--- src/rtl/axil_slave_regmem.sv ---
// AXI4-Lite slave backed by a DEPTH-word register array with byte strobes,
// SLVERR on out-of-range word indices and saturating handshake counters.
module axil_slave_regmem #(
  parameter int unsigned ADDR_WIDTH = 32,
  parameter int unsigned DEPTH      = 16,
  parameter logic [15:0] CNT_MAX    = 16'hFFFF
) (
  input  logic                  ACLK,
  input  logic                  ARESET,
  input  logic [ADDR_WIDTH-1:0] S_AXI_AWADDR,
  input  logic [2:0]            S_AXI_AWPROT,
  input  logic                  S_AXI_AWVALID,
  output logic                  S_AXI_AWREADY,
  input  logic [31:0]           S_AXI_WDATA,
  input  logic [3:0]            S_AXI_WSTRB,
  input  logic                  S_AXI_WVALID,
  output logic                  S_AXI_WREADY,
  output logic [1:0]            S_AXI_BRESP,
  output logic                  S_AXI_BVALID,
  input  logic                  S_AXI_BREADY,
  input  logic [ADDR_WIDTH-1:0] S_AXI_ARADDR,
  input  logic [2:0]            S_AXI_ARPROT,
  input  logic                  S_AXI_ARVALID,
  output logic                  S_AXI_ARREADY,
  output logic [31:0]           S_AXI_RDATA,
  output logic [1:0]            S_AXI_RRESP,
  output logic                  S_AXI_RVALID,
  input  logic                  S_AXI_RREADY,
  output logic [15:0]           WR_COUNT,
  output logic [15:0]           RD_COUNT
);

  localparam int unsigned IDXW = $clog2(DEPTH);

  typedef enum logic [2:0] {W_IDLE, W_HAVE_A, W_HAVE_D, W_COMMIT, W_RESP} wstate_t;
  typedef enum logic {R_IDLE, R_RESP} rstate_t;

  wstate_t          wstate;
  rstate_t          rstate;
  logic [31:0]      mem [DEPTH];

  logic             awready_q, wready_q, bvalid_q;
  logic [1:0]       bresp_q;
  logic             arready_q, rvalid_q;
  logic [1:0]       rresp_q;
  logic [31:0]      rdata_q;
  logic [15:0]      wr_cnt_q, rd_cnt_q;

  logic [IDXW-1:0]  aw_idx_q;
  logic             aw_oor_q;
  logic [31:0]      wdata_q;
  logic [3:0]       wstrb_q;

  logic             aw_hs, w_hs, ar_hs;
  logic [IDXW-1:0]  aw_idx, ar_idx;
  logic             aw_oor, ar_oor;
  logic             unused_bits;

  assign aw_hs  = S_AXI_AWVALID & awready_q;
  assign w_hs   = S_AXI_WVALID  & wready_q;
  assign ar_hs  = S_AXI_ARVALID & arready_q;

  // Any set bit above the index field puts the word index at or beyond DEPTH.
  assign aw_idx = S_AXI_AWADDR[IDXW+1:2];
  assign aw_oor = |S_AXI_AWADDR[ADDR_WIDTH-1:IDXW+2];
  assign ar_idx = S_AXI_ARADDR[IDXW+1:2];
  assign ar_oor = |S_AXI_ARADDR[ADDR_WIDTH-1:IDXW+2];

  assign unused_bits = ^{S_AXI_AWPROT, S_AXI_ARPROT, S_AXI_AWADDR[1:0], S_AXI_ARADDR[1:0]};

  // Write channel; also the sole writer of the register array.
  always_ff @(posedge ACLK or posedge ARESET) begin
    if (ARESET) begin
      wstate    <= W_IDLE;
      awready_q <= 1'b0;
      wready_q  <= 1'b0;
      bvalid_q  <= 1'b0;
      bresp_q   <= 2'b00;
      wr_cnt_q  <= '0;
      aw_idx_q  <= '0;
      aw_oor_q  <= 1'b0;
      wdata_q   <= '0;
      wstrb_q   <= '0;
      for (int unsigned i = 0; i < DEPTH; i++) mem[i] <= '0;
    end else begin
      if (aw_hs) begin
        aw_idx_q <= aw_idx;
        aw_oor_q <= aw_oor;
      end
      if (w_hs) begin
        wdata_q <= S_AXI_WDATA;
        wstrb_q <= S_AXI_WSTRB;
      end
      case (wstate)
        W_IDLE: begin
          if (aw_hs && w_hs) begin
            wstate    <= W_COMMIT;
            awready_q <= 1'b0;
            wready_q  <= 1'b0;
          end else if (aw_hs) begin
            wstate    <= W_HAVE_A;
            awready_q <= 1'b0;
            wready_q  <= 1'b1;
          end else if (w_hs) begin
            wstate    <= W_HAVE_D;
            awready_q <= 1'b1;
            wready_q  <= 1'b0;
          end else begin
            awready_q <= 1'b1;
            wready_q  <= 1'b1;
          end
        end
        W_HAVE_A: if (w_hs) begin
          wstate   <= W_COMMIT;
          wready_q <= 1'b0;
        end
        W_HAVE_D: if (aw_hs) begin
          wstate    <= W_COMMIT;
          awready_q <= 1'b0;
        end
        W_COMMIT: begin
          if (!aw_oor_q) begin
            for (int unsigned b = 0; b < 4; b++)
              if (wstrb_q[b]) mem[aw_idx_q][8*b +: 8] <= wdata_q[8*b +: 8];
          end
          bresp_q  <= aw_oor_q ? 2'b10 : 2'b00;
          bvalid_q <= 1'b1;
          wstate   <= W_RESP;
        end
        W_RESP: if (S_AXI_BREADY) begin
          bvalid_q  <= 1'b0;
          bresp_q   <= 2'b00;
          awready_q <= 1'b1;
          wready_q  <= 1'b1;
          wstate    <= W_IDLE;
          if (wr_cnt_q != CNT_MAX) wr_cnt_q <= wr_cnt_q + 16'd1;
        end
        default: wstate <= W_IDLE;
      endcase
    end
  end

  // Reads sample the array before any same-edge commit lands (old data wins).
  always_ff @(posedge ACLK or posedge ARESET) begin
    if (ARESET) begin
      rstate    <= R_IDLE;
      arready_q <= 1'b0;
      rvalid_q  <= 1'b0;
      rresp_q   <= 2'b00;
      rdata_q   <= '0;
      rd_cnt_q  <= '0;
    end else begin
      case (rstate)
        R_IDLE: begin
          if (ar_hs) begin
            rdata_q   <= ar_oor ? 32'h0000_0000 : mem[ar_idx];
            rresp_q   <= ar_oor ? 2'b10 : 2'b00;
            rvalid_q  <= 1'b1;
            arready_q <= 1'b0;
            rstate    <= R_RESP;
          end else begin
            arready_q <= 1'b1;
          end
        end
        R_RESP: if (S_AXI_RREADY) begin
          rvalid_q  <= 1'b0;
          arready_q <= 1'b1;
          rstate    <= R_IDLE;
          if (rd_cnt_q != CNT_MAX) rd_cnt_q <= rd_cnt_q + 16'd1;
        end
        default: rstate <= R_IDLE;
      endcase
    end
  end

  assign S_AXI_AWREADY = awready_q;
  assign S_AXI_WREADY  = wready_q;
  assign S_AXI_BVALID  = bvalid_q;
  assign S_AXI_BRESP   = bresp_q;
  assign S_AXI_ARREADY = arready_q;
  assign S_AXI_RVALID  = rvalid_q;
  assign S_AXI_RRESP   = rresp_q;
  assign S_AXI_RDATA   = rdata_q;
  assign WR_COUNT      = wr_cnt_q;
  assign RD_COUNT      = rd_cnt_q;

endmodule

--- config.mk ---
export PLATFORM = sky130hd
export DESIGN_NAME = axil_slave_regmem
export DESIGN_NICKNAME = d
export VERILOG_FILES = /design/src/rtl/axil_slave_regmem.sv
export SDC_FILE = /design/constraint.sdc
export NUM_CORES = 1
export LEC_CHECK = 0
export BUFFER_PORTS_ARGS = -buffer_cell sky130_fd_sc_hd__buf_4
export CORE_UTILIZATION = 61
export CTS_BUF_LIST = sky130_fd_sc_hd__clkbuf_16
export CTS_CLUSTER_SIZE = 8
export DETAILED_ROUTE_END_ITERATION = 12
export HOLD_SLACK_MARGIN = 0.06
export PLACE_DENSITY = 0.8
export SLEW_MARGIN = 20
export SYNTH_ARGS = -nofsm -noshare
export SYNTH_HDL_FRONTEND = slang
export SYNTH_SLANG_ARGS = --single-unit
--- constraint.sdc ---
create_clock -name ACLK -period 27.4 [get_ports ACLK]
set_clock_uncertainty 0.1 [all_clocks]
set_input_delay 5.48 -clock ACLK [delete_from_list [all_inputs] [get_ports ACLK]]
set_output_delay 5.48 -clock ACLK [all_outputs]
set_load 0.1 [all_outputs]
## After elaboration in Yosys (flattened, before gate mapping)

Cells that the tools add are included.

| word-level totals | value |
|---|---|
| logic and storage cells | 131 |
| flip-flop bits (word level) | 630 |
| bits of input ports | 113 |

| cells by class | value |
|---|---|
| add/sub/neg operators | 2 |
| multiplexer cells | 58 |
| reductions and logical operators | 17 |
| bitwise gates (word level) | 7 |
| magnitude comparators | 3 |
| equality and inequality tests | 12 |

Operators by type and width:

| cell | number |
|---|---|
| 2-to-1 mux 512 bit | 10 |
| bitwise mux 512 bit | 4 |
| demux 32 bit (select 4 bit) | 4 |
| binary-select mux 32 bit (select 4 bit) | 1 |
| 2-to-1 mux 32 bit | 4 |
| OR reduction 26 bit | 2 |
| adder 16 x 1 -> 16 bit (second input constant) | 2 |
| != test 16 bit (second input constant) | 2 |
| 2-to-1 mux 24 bit | 1 |
| 2-to-1 mux 3 bit | 6 |
| 2-to-1 mux 16 bit | 1 |
| 2-to-1 mux 1 bit | 15 |
| case mux 3 bit (5 select lines) | 1 |
| AND reduction 3 bit | 4 |
| greater-or-equal comparator 5 bit (second input constant) | 2 |
| != test 2 bit (second input constant) | 5 |
| inverter 4 -> 5 bit | 2 |
| 2-to-1 mux 8 bit | 1 |
| case mux 1 bit (2 select lines) | 4 |
| AND reduction 2 bit | 4 |
| == test 3 x 2 -> 1 bit (second input constant) | 2 |
| 2-to-1 mux 2 bit | 3 |
| case mux 1 bit (3 select lines) | 2 |
| nonzero test 3 bit | 2 |
| 11 further kinds | 15 |

## Logic depth before layout (Yosys ltp)

Gate-level depths: netlist of the first run.

| logic depth | value |
|---|---|
| depth in word-level cells | 19 |
| depth in mapped cells | 8 |
| gate-level depth less buffers | 5 |

## Least setup slack after synthesis of the first run

Ideal clock, no wire load.

| timing path | value |
|---|---|
| path type | input -> register |
| start point | input port S_AXI_ARADDR[2] |
| end point | register rdata_q[10] (netlist: S_AXI_RDATA[10]) |
| cell stages on the path | 6 |
| library setup time | 0.122 ns |
| required time | 27.178 ns |
| arrival | 7.119 ns |
| path slack | 20.059 ns |
| cells stage by stage | buf_2 -> buf_1 -> mux4_2 -> a22oi_1 -> nand2_1 -> a22o_1 |

| on the way | value |
|---|---|
| cells in the longest elaborated chain, start to end | 5 |

Ends and longest elaborated chain:

| element | line | text |
|---|---|---|
| start: declaration | 21 | `input logic [ADDR_WIDTH-1:0] S_AXI_ARADDR,` |
| inverter 4 -> 5 bit (not written as such) | 156 | `rdata_q <= ar_oor ? 32'h0000_0000 : mem[ar_idx];` |
| binary-select mux 32 bit (select 4 bit) | 156 |  |
| 2-to-1 mux 32 bit (not written as such) (2 in series) | 156 |  |
| 2-to-1 mux 32 bit | 156 |  |
| end signal: assignment | 156 |  |
| end: declaration | 46 | `logic [31:0] rdata_q;` |

Every way passes these cells. The select of a mux whose other input is x is not followed.
A chain may end at the register's enable or synchronous reset.

## Worst setup path after layout of the first run

| timing path | value |
|---|---|
| start point | input port S_AXI_ARADDR[2] |
| end point | register rdata_q[15] (netlist: S_AXI_RDATA[15]) |

Same word-level chain as after synthesis.

==> metrics, run 1 <==
status=complete, no violations; CP max FO=52; postcts setup bufs=0; initial antenna violation count=0; Gate power share=0.114; GRT Total Usage=0.279; vias per cell=6.38; clock buffer count from CTS=between 80 and 90; min Tclk post-route=8.51 ns; most frequent cells in the layout=dfrtp_1, mux2_2, buf_4; count of cell types in the netlist=48; initial DRC count=1373; Port Buf Inserts=173; CTS tree=done; first-pass GRT wire length=99.4 mm; routed length per instance=24.3 um; clock root cell=clkbuf_16; Synth Instances=roughly 1800; vias in the first global route=17600; Crit. End Element=flop; GRT overflow=0; Primary FF master, synth=dfrtp_1; hold_buf cts=0; commonest non-fill, non-tap cell in the layout=dfrtp_1; first drt pass iteration count=5; vias=16400; Non-Filler Instances=2567; register area share after synthesis=0.566; Pins Over Slew Limit=0; Post-CTS Resized=0; Clock Power Share=0.411; Bufs on Longest Clock Path=3; Worst-Skew Late Latency=0.60 ns; Worst-path clk slew=around 0.05 ns; DRC Markers=0; Reg-to-Reg End=mem[410]$_DFFE_PP0P_; final setup fails=0; P_leak=roughly 16 nW; worst hold path type=reg -> reg; Die Y=215 um; startpoint of the most critical setup path=S_AXI_ARADDR[2]; Setup TNS=0 ns; CP Class=in -> reg; crit path capture=S_AXI_RDATA[15]$_DFFE_PP0P_; Period Utilization, post-route=0.311; DP Cell Count=2472; share of power burned in registers=0.476; flops & latches, synth=628; gpl congestion=0.818; fmax=0.117 GHz; area fraction of the dominant cell type after synthesis=0.566; CTS sink count=628; worst r2r src=wstate[0]$_DFFE_PP0P_; Net Sw Frac=0.288; fin area=around 32000 sq um; P&R area growth vs syn=14.6%; core area=44500 sq um; share of cells above drive strength 1=0.499; # rows=77; n_diodes=0; synthesized area=around 28000 sq um; r2r setup slk=between 20 and 25 ns; Critical Path RT=27.77 ns; Fin Hold WS=0.383 ns; pin count of the biggest net entering global routing=190; pwr/cell area=72.7 nW/um^2; Max Cap Violations=0; number of fill cells in the layout=2852; cell taking the most area after synthesis=dfrtp_1; max_slew headroom=0.213; die area=46400 sq um; maximum VDD drop=roughly 0.060 mV; Post-Route WL=slightly above 60 mm; number of flops mapped to enable cells by yosys=0; initial core utilization=0.624; Die W=215 um; Final Hold Fails=0; cell count of the worst reg-to-reg path=4; largest cells by area after synthesis=dfrtp_1, mux2_2, mux4_2, a22oi_1, nand2_1; Startpoint Class=primary input; Int Pwr=1.65 mW; switching power=666 uW; Final Util=0.715; Yosys Warn Count=0; Mapped Avg Cell Area=15.4 sq um; nets@finish=2085; Arr. time, crit path=around 9 ns; Post-DP HPWL=approximately 38 mm; Async S/R FF share, synth=1.00; Worst Max-Slew Pin Slew=~1.2 ns; Ports=186; antenna-violating nets left=0; H-tree Lvls=3; Placed Area=29500 sq um; RSZ-0062 raised after global routing=false
[logic make-up after synthesis]
family	Yosys count	synth area share
compound gates	118	0.0325
xor+xnor	29	0.00915
fa+ha+maj	2	0.000901
buf+inv	119	0.0181
flops	628	0.566
mux	685	0.330
other cells	1	0.000135
simple gates	226	0.0433
[power by group through the flow]
stage / Combinational, mW / Clock, mW / Sequential, mW
6_report: 0.263 / 0.950 / 1.10
3_5_place_dp: 0.263 / 0 / 1.11
5_1_grt: 0.279 / 1.01 / 1.12
3_3_place_gp: 0.257 / 0 / 1.10
2_1_floorplan: 0.180 / 0 / 1.10
4_1_cts: 0.264 / 0.968 / 1.10
[state kept, by name (all words and copies together), names as in the netlist, 3 cells and up]
register	flops
aw_idx_q	4
RD_COUNT	16
wdata_q	32
wstrb_q	4
mem	512
WR_COUNT	16
wstate	3
S_AXI_RDATA	32
[Yosys cell counts, types with 3 or more instances]
master	n
dfrtp_1	628
mux2_2	554
mux4_2	128
nand2_1	100
clkbuf_1	74
a22oi_1	62
a22o_1	31
buf_2	27
xor2_1	21
nor4_1	20
nor2_1	19
nand3_1	15
nor3_1	13
nand4_1	12
nor2b_1	11
a21oi_1	10
buf_1	10
nor3_4	9
xnor2_1	8
and2_1	6
and3_1	5
buf_4	4
nand2b_1	4
a211oi_1	3
inv_1	3
o21ai_0	3
[layout make-up]
class	instances	area, sq um	share of cell area
multi-input combinational	1062	11600	0.364
inverter	3	18.8	0.000590
clock buffer	91	2280	0.0716
timing repair buffer	187	1430	0.0450
sequential	628	15700	0.494
tap	592	741	0.0233
clock inverter	4	56.3	0.00177
[per-stage QoR]
step,total power [mW],setup WS [ns]
floorplan,1.28,4.23
global placement,1.36,18.25
detailed placement,1.37,18.23
CTS,2.33,18.83
global route,2.40,18.59
finish,2.31,18.89
[routing by layer]
metal  vias to the layer above  share of wire  GRT usage
met1                      8691           0.42      0.378
met3                       113          0.062     0.0596
li1                       7052              -          -
met2                       517           0.50      0.451
met5                         -              0          0
met4                         0          0.025     0.0960
[critical path: stages]
cell and delay [ns]:
buf_6 0.35, buf_4 0.83, buf_4 0.91, mux4_2 0.62, a22oi_1 0.32, nand2_1 0.10, a22o_1 0.20
[worst min-delay path by stage]
| stage | slack [ns] | endpoint | start | cells after the start |
|---|---|---|---|---|
| global route | 0.40 | mem[352]$_DFFE_PP0P_ | mem[352]$_DFFE_PP0P_ | 1 |
| floorplan | 0.35 | mem[319]$_DFFE_PP0P_ | mem[319]$_DFFE_PP0P_ | 1 |
| global placement | 0.36 | S_AXI_RVALID$_DFFE_PP0P_ | S_AXI_RVALID$_DFFE_PP0P_ | 2 |
| finish | 0.38 | S_AXI_RVALID$_DFFE_PP0P_ | S_AXI_RVALID$_DFFE_PP0P_ | 2 |
| detailed placement | 0.37 | S_AXI_RVALID$_DFFE_PP0P_ | S_AXI_RVALID$_DFFE_PP0P_ | 2 |
| CTS | 0.38 | S_AXI_RVALID$_DFFE_PP0P_ | S_AXI_RVALID$_DFFE_PP0P_ | 2 |
Note: power is estimated with default switching activity, not from simulation.
==> run 2: changes to the inputs <==
Clock period 27.4 ns to 8.1 ns, I/O delays scaled along.
==> metrics, run 2 (same netlist as run 1, synthesis figures left out) <==
# rows=77; max_slew headroom=0.256; Int Pwr=5.51 mW; vias=16500; Worst Path Buf+Inv=2; RSZ-0062 raised after global routing=false; pwr/cell area=244 nW/um^2; most frequent cells in the layout=dfrtp_1, mux2_2, buf_4; CP max FO=55; Net Sw Frac=0.291; core area=44500 sq um; P&R area growth vs syn=14.7%; r2r setup slk=4.88 ns; status=complete, no violations; cell count of the worst reg-to-reg path=4; Pins Over Slew Limit=0; CTS sink count=628; share of power burned in registers=0.480; Min-Delay Startpoint=WR_COUNT[8]$_DFFE_PP0P_; Arr. time, crit path=4.05 ns; Worst Max-Slew Pin Slew=1.11 ns; worst r2r src=wstate[1]$_DFFE_PP0P_; Gate power share=0.115; Largest register FFs=512; Critical Path RT=roughly 8.5 ns; fmax=0.271 GHz; final setup fails=0; slowest stage cell on the critical path=buf_4; Period Utilization, post-route=0.456; GRT overflow=0; Non-Filler Instances=2571; nets@finish=between 2000 and 2500; Post-CTS Resized=0; Post-Route WL=63.4 mm; Reg-to-Reg End=mem[443]$_DFFE_PP0P_; initial antenna violation count=0; Final Hold Fails=0; Top reg by flops=mem; number of fill cells in the layout=2838; worst hold path type=reg -> reg; commonest non-fill, non-tap cell in the layout=dfrtp_1; P_leak=15.7 nW; Worst Hold Path EP=WR_COUNT[8]$_DFFE_PP0P_; CTS tree=done; Max Cap Violations=0; Placed Area=approximately 30000 sq um; gpl congestion=0.814; fin area=31800 sq um; CP Cell Sequence=buf_6 -> buf_4 -> mux4_2 -> a22oi_1 -> nand2_1 -> a22o_1; hold_buf cts=0; first-pass GRT wire length=a little over 100 mm; CP Class=in -> reg; vias in the first global route=18000; Critical Path Max Stage Delay=~0.7 ns; H-tree Lvls=3; Crit. End Element=flop; GRT Total Usage=0.285; Die W=215 um; clock root cell=clkbuf_16; postcts setup bufs=0; antenna-violating nets left=0; Worst-Skew Late Latency=0.60 ns; Worst-path clk slew=0.05 ns; routed length per instance=24.7 um; DRC Markers=0; vias per cell=6.41; DP Cell Count=2474; Startpoint Class=primary input; pin count of the biggest net entering global routing=192; min Tclk post-route=about 3.7 ns; maximum VDD drop=around 0.17 mV; initial core utilization=0.624; Largest delay share family, worst path=buffers and inverters; initial DRC count=1308; Clock Power Share=0.405; worst hold path depth=1; share of cells above drive strength 1=0.501; switching power=2.26 mW; Post-DP HPWL=37.2 mm; Bufs on Longest Clock Path=3; die area=46400 sq um; Fin Hold WS=between 0.3 and 0.4 ns; n_diodes=0; Die Y=215 um; first drt pass iteration count=5; Ports=186; Port Buf Inserts=about 170; clock buffer count from CTS=between 80 and 90
run 2: cell count changes in the layout (fill, tap and decap cells not counted), sizes merged:
cell      previous run  this run
clkbuf              91        89
clkinvlp             0         1
buf                187       191
clkinv               0         1
inv                  6         7
bufinv               1         0
run 2: power groups by stage:
stage	Combinational, mW	Clock, mW	Sequential, mW
3_3_place_gp	0.868	0	3.72
3_5_place_dp	0.891	0	3.76
5_1_grt	0.948	3.32	3.77
4_1_cts	0.898	3.19	3.72
2_1_floorplan	0.609	0	3.73
6_report	0.891	3.15	3.73
run 2: layout make-up:
class	count	area (sq um)	share of cell area
timing repair buffer	191	1520	0.0477
clock buffer	89	2230	0.0699
sequential	628	15700	0.493
multi-input combinational	1062	11600	0.364
clock inverter	6	43.8	0.00138
inverter	3	15.0	0.000471
tap	592	741	0.0233
run 2: per-layer routing:
layer  part of all wire  wire (um)  up-vias  track usage
met5                  0          0        -            0
met4              0.029       1830        0        0.103
met3              0.051       3210      133       0.0457
met2               0.50      31900      474        0.461
met1               0.42      26500     8791        0.394
li1                   -          -     7076            -
run 2: how the worst max path moves through the flow:
stage                    startpoint                           to  slack (ns)  depth (start not counted)
floorplan                    ARESET      RD_COUNT[0]$_DFFE_PP0P_       -2.19                          1
global placement    S_AXI_ARADDR[2]  S_AXI_RDATA[17]$_DFFE_PP0P_        3.80                          6
detailed placement  S_AXI_ARADDR[2]  S_AXI_RDATA[23]$_DFFE_PP0P_        3.79                          6
CTS                 S_AXI_ARADDR[4]  S_AXI_RDATA[26]$_DFFE_PP0P_        4.42                          6
global route        S_AXI_ARADDR[2]  S_AXI_RDATA[23]$_DFFE_PP0P_        4.27                          6
finish              S_AXI_ARADDR[4]  S_AXI_RDATA[26]$_DFFE_PP0P_        4.41                          6
run 2: metrics by stage:
| stage | util | setup slack [ns] | TNS, ns | power (mW) |
|---|---|---|---|---|
| 3_5_place_dp | 0.663 | 3.79 | 0 | 4.65 |
| 5_1_grt | 0.716 | 4.27 | 0 | 8.04 |
| 2_1_floorplan | - | -2.19 | -1378.38 | 4.34 |
| 6_report | 0.716 | 4.41 | 0 | 7.76 |
| 3_3_place_gp | 0.663 | 3.80 | 0 | 4.59 |
| 4_1_cts | 0.714 | 4.42 | 0 | 7.81 |
==> run 3: changes to the inputs <==
Settings changed: ABC_AREA set to 1, CORE_UTILIZATION 61 to 55, PLACE_DENSITY 0.8 to 0.76.
Clock period 8.1 ns to 3.3 ns, I/O delays scaled along.
==> metrics, run 3 <==
first drt pass iteration count=7; P_leak=15.5 nW; n_diodes=0; Arr. time, crit path=2.93 ns; fmax=0.397 GHz; Die Y=between 200 and 250 um; Max Cap Violations=0; first-pass GRT wire length=122 mm; initial core utilization=0.560; H-tree Lvls=3; Overall Power=19.5 mW; Top reg by flops=mem; Primary FF master, synth=dfrtp_1; Die W=231 um; Mapped Avg Cell Area=8.30 sq um; GRT Total Usage=0.286; RSZ-0062 raised after global routing=false; flops & latches, synth=628; Period Utilization, post-route=0.764; Min-Delay Startpoint=S_AXI_WSTRB[2]; Port Buf Inserts=173; Placed Area=30400 sq um; DRC Markers=0; min Tclk post-route=2.52 ns; initial antenna violation count=0; CP Class=reg -> reg; Worst Hold Path EP=wstrb_q[2]$_DFFE_PP0P_; register area share after synthesis=0.545; Worst-Skew Late Latency=0.63 ns; count leader, synth=nand2_1; Reg-to-Reg End=mem[491]$_DFFE_PP0P_; count of cell types in the netlist=33; Async S/R FF share, synth=1.00; Critical Path Max Stage Delay=0.52 ns; clock root cell=clkbuf_16; CP max FO=16; postcts setup bufs=0; maximum VDD drop=0.667 mV; core area=51500 sq um; Post-DP HPWL=about 45 mm; worst hold path type=in -> reg; Worst-path clk slew=roughly 0.05 ns; Final Hold Fails=0; Startpoint Class=flop; most frequent cells in the layout=nand2_1, dfrtp_1, nand3_1; DP Cell Count=a little over 4000; r2r setup slk=0.78 ns; worst hold path depth=3; pwr/cell area=597 nW/um^2; vias=around 24000; Non-Filler Instances=4254; max_slew headroom=0.433; area fraction of the dominant cell type after synthesis=0.545; commonest non-fill, non-tap cell in the layout=nand2_1; Yosys Warn Count=0; vias per cell=5.65; Ports=186; synthesized area=28800 sq um; vias in the first global route=23300; Pins Over Slew Limit=0; antenna-violating nets left=0; gpl congestion=0.829; fin area=32700 sq um; Largest register FFs=approximately 500; # rows=83; number of flops mapped to enable cells by yosys=0; cell taking the most area after synthesis=dfrtp_1; routed length per instance=17.4 um; pin count of the biggest net entering global routing=93; cell count of the worst reg-to-reg path=7; P&R area growth vs syn=13.5%; status=complete, no violations; Critical Path RT=3.71 ns; nets@finish=3685; Bufs on Longest Clock Path=3; largest cells by area after synthesis=dfrtp_1, nand2_1, nand3_1, o21ai_1, o21ai_0; most frequent cells after synthesis=nand2_1, dfrtp_1, nand3_1; worst r2r src=wstate[1]$_DFFE_PP0P_; CP Cell Sequence=inv_2 -> nor2_2 -> nand2_2 -> or2_4 -> nor2_8 -> nand2_1 -> o21ai_0; Crit. End Element=flop; share of cells above drive strength 1=0.117; final setup fails=0; slowest stage cell on the critical path=nand2_1; initial DRC count=just over 2000; die area=53300 sq um; CTS tree=done; CTS sink count=628; Worst Max-Slew Pin Slew=roughly 0.85 ns; Post-Route WL=74.1 mm; clock buffer count from CTS=88; GRT overflow=0; Synth Instances=3475
run 3: changes by cell type after synthesis, sizes merged, moves of 18 or more:
| cell | delta |
|---|---|
| nand2 | +1245 |
| mux4 | -128 |
| clkbuf | +60 |
| a22oi | -61 |
| mux2 | -556 |
| buf | +50 |
| a22o | -31 |
| inv | +72 |
| nor4 | -18 |
| nand3 | +486 |
| nor2 | +63 |
| o21ai | +564 |
run 3: report_power, final:
group,total (mW),internal [mW],switching (mW)
Sequential,8.24,8.04,0.204
Clock,7.93,4.83,3.11
Combinational,3.37,0.658,2.71
run 3: final cells by class:
type / instances / area, sq um
Fill cell: 4444 / 18800
Sequential cell: 628 / 15700
Multi-Input combinational cell: 2547 / 11600
Clock buffer: 90 / 2250
Timing Repair Buffer: 230 / 1960
Tap cell: 680 / 851
Inverter: 75 / 295
Clock inverter: 4 / 63.8
run 3: worst max path at each step:
stage / startpoint / end / slack, ns / cells past startpoint
final: wstate[1]$_DFFE_PP0P_ / mem[491]$_DFFE_PP0P_ / 0.78 / 7
after global routing: wstate[1]$_DFFE_PP0P_ / mem[491]$_DFFE_PP0P_ / 0.60 / 7
after CTS: wstate[1]$_DFFE_PP0P_ / mem[471]$_DFFE_PP0P_ / 0.80 / 7
after detailed placement: S_AXI_ARADDR[2] / S_AXI_RDATA[18]$_DFFE_PP0P_ / 0.79 / 9
after global placement: S_AXI_ARADDR[2] / S_AXI_RDATA[18]$_DFFE_PP0P_ / 0.77 / 9
after floorplan: ARESET / RD_COUNT[0]$_DFFE_PP0P_ / -6.03 / 1
run 3: routing by layer:
layer / vias up / global-route usage / part of all wire
li1: 11500 / - / -
met5: - / 0 / 0
met3: 152 / 0.0610 / 0.071
met1: 11500 / 0.381 / 0.43
met4: 0 / 0.0915 / 0.026
met2: 791 / 0.469 / 0.47
run 3: critical path, delay by kind of cell, from the launching register on:
kind / cells / cell delay, ns
flops: 1 / 0.43
simple gates: 5 / 1.45
compound gates: 1 / 0.34
buf+inv: 1 / 0.06
run 3: per-stage QoR:
step	utilization	setup TNS, ns	setup WS, ns	hold slack (ns)
after detailed placement	0.590	0	0.789	0.367
after global routing	0.636	0	0.605	0.137
after floorplan	-	-3789.90	-6.03	0.353
final	0.636	0	0.780	0.144
after CTS	0.636	0	0.799	0.124
after global placement	0.590	0	0.768	0.364
run 3: kinds of logic after synthesis:
logic type	share of synthesized area
buffers and inverters	0.0532
other	0.000130
and+or+nand+nor	0.289
DFF	0.545
xor gates and xnor gates	0.00729
AOI/OAI and AO/OA	0.105
adders and majority gates	0.000868
run 3: timing repair:
item / in CTS / in global routing
resized for setup: 0 / 0
hold buffers: 1 / 0
hold endpoints to repair: 13 / 0
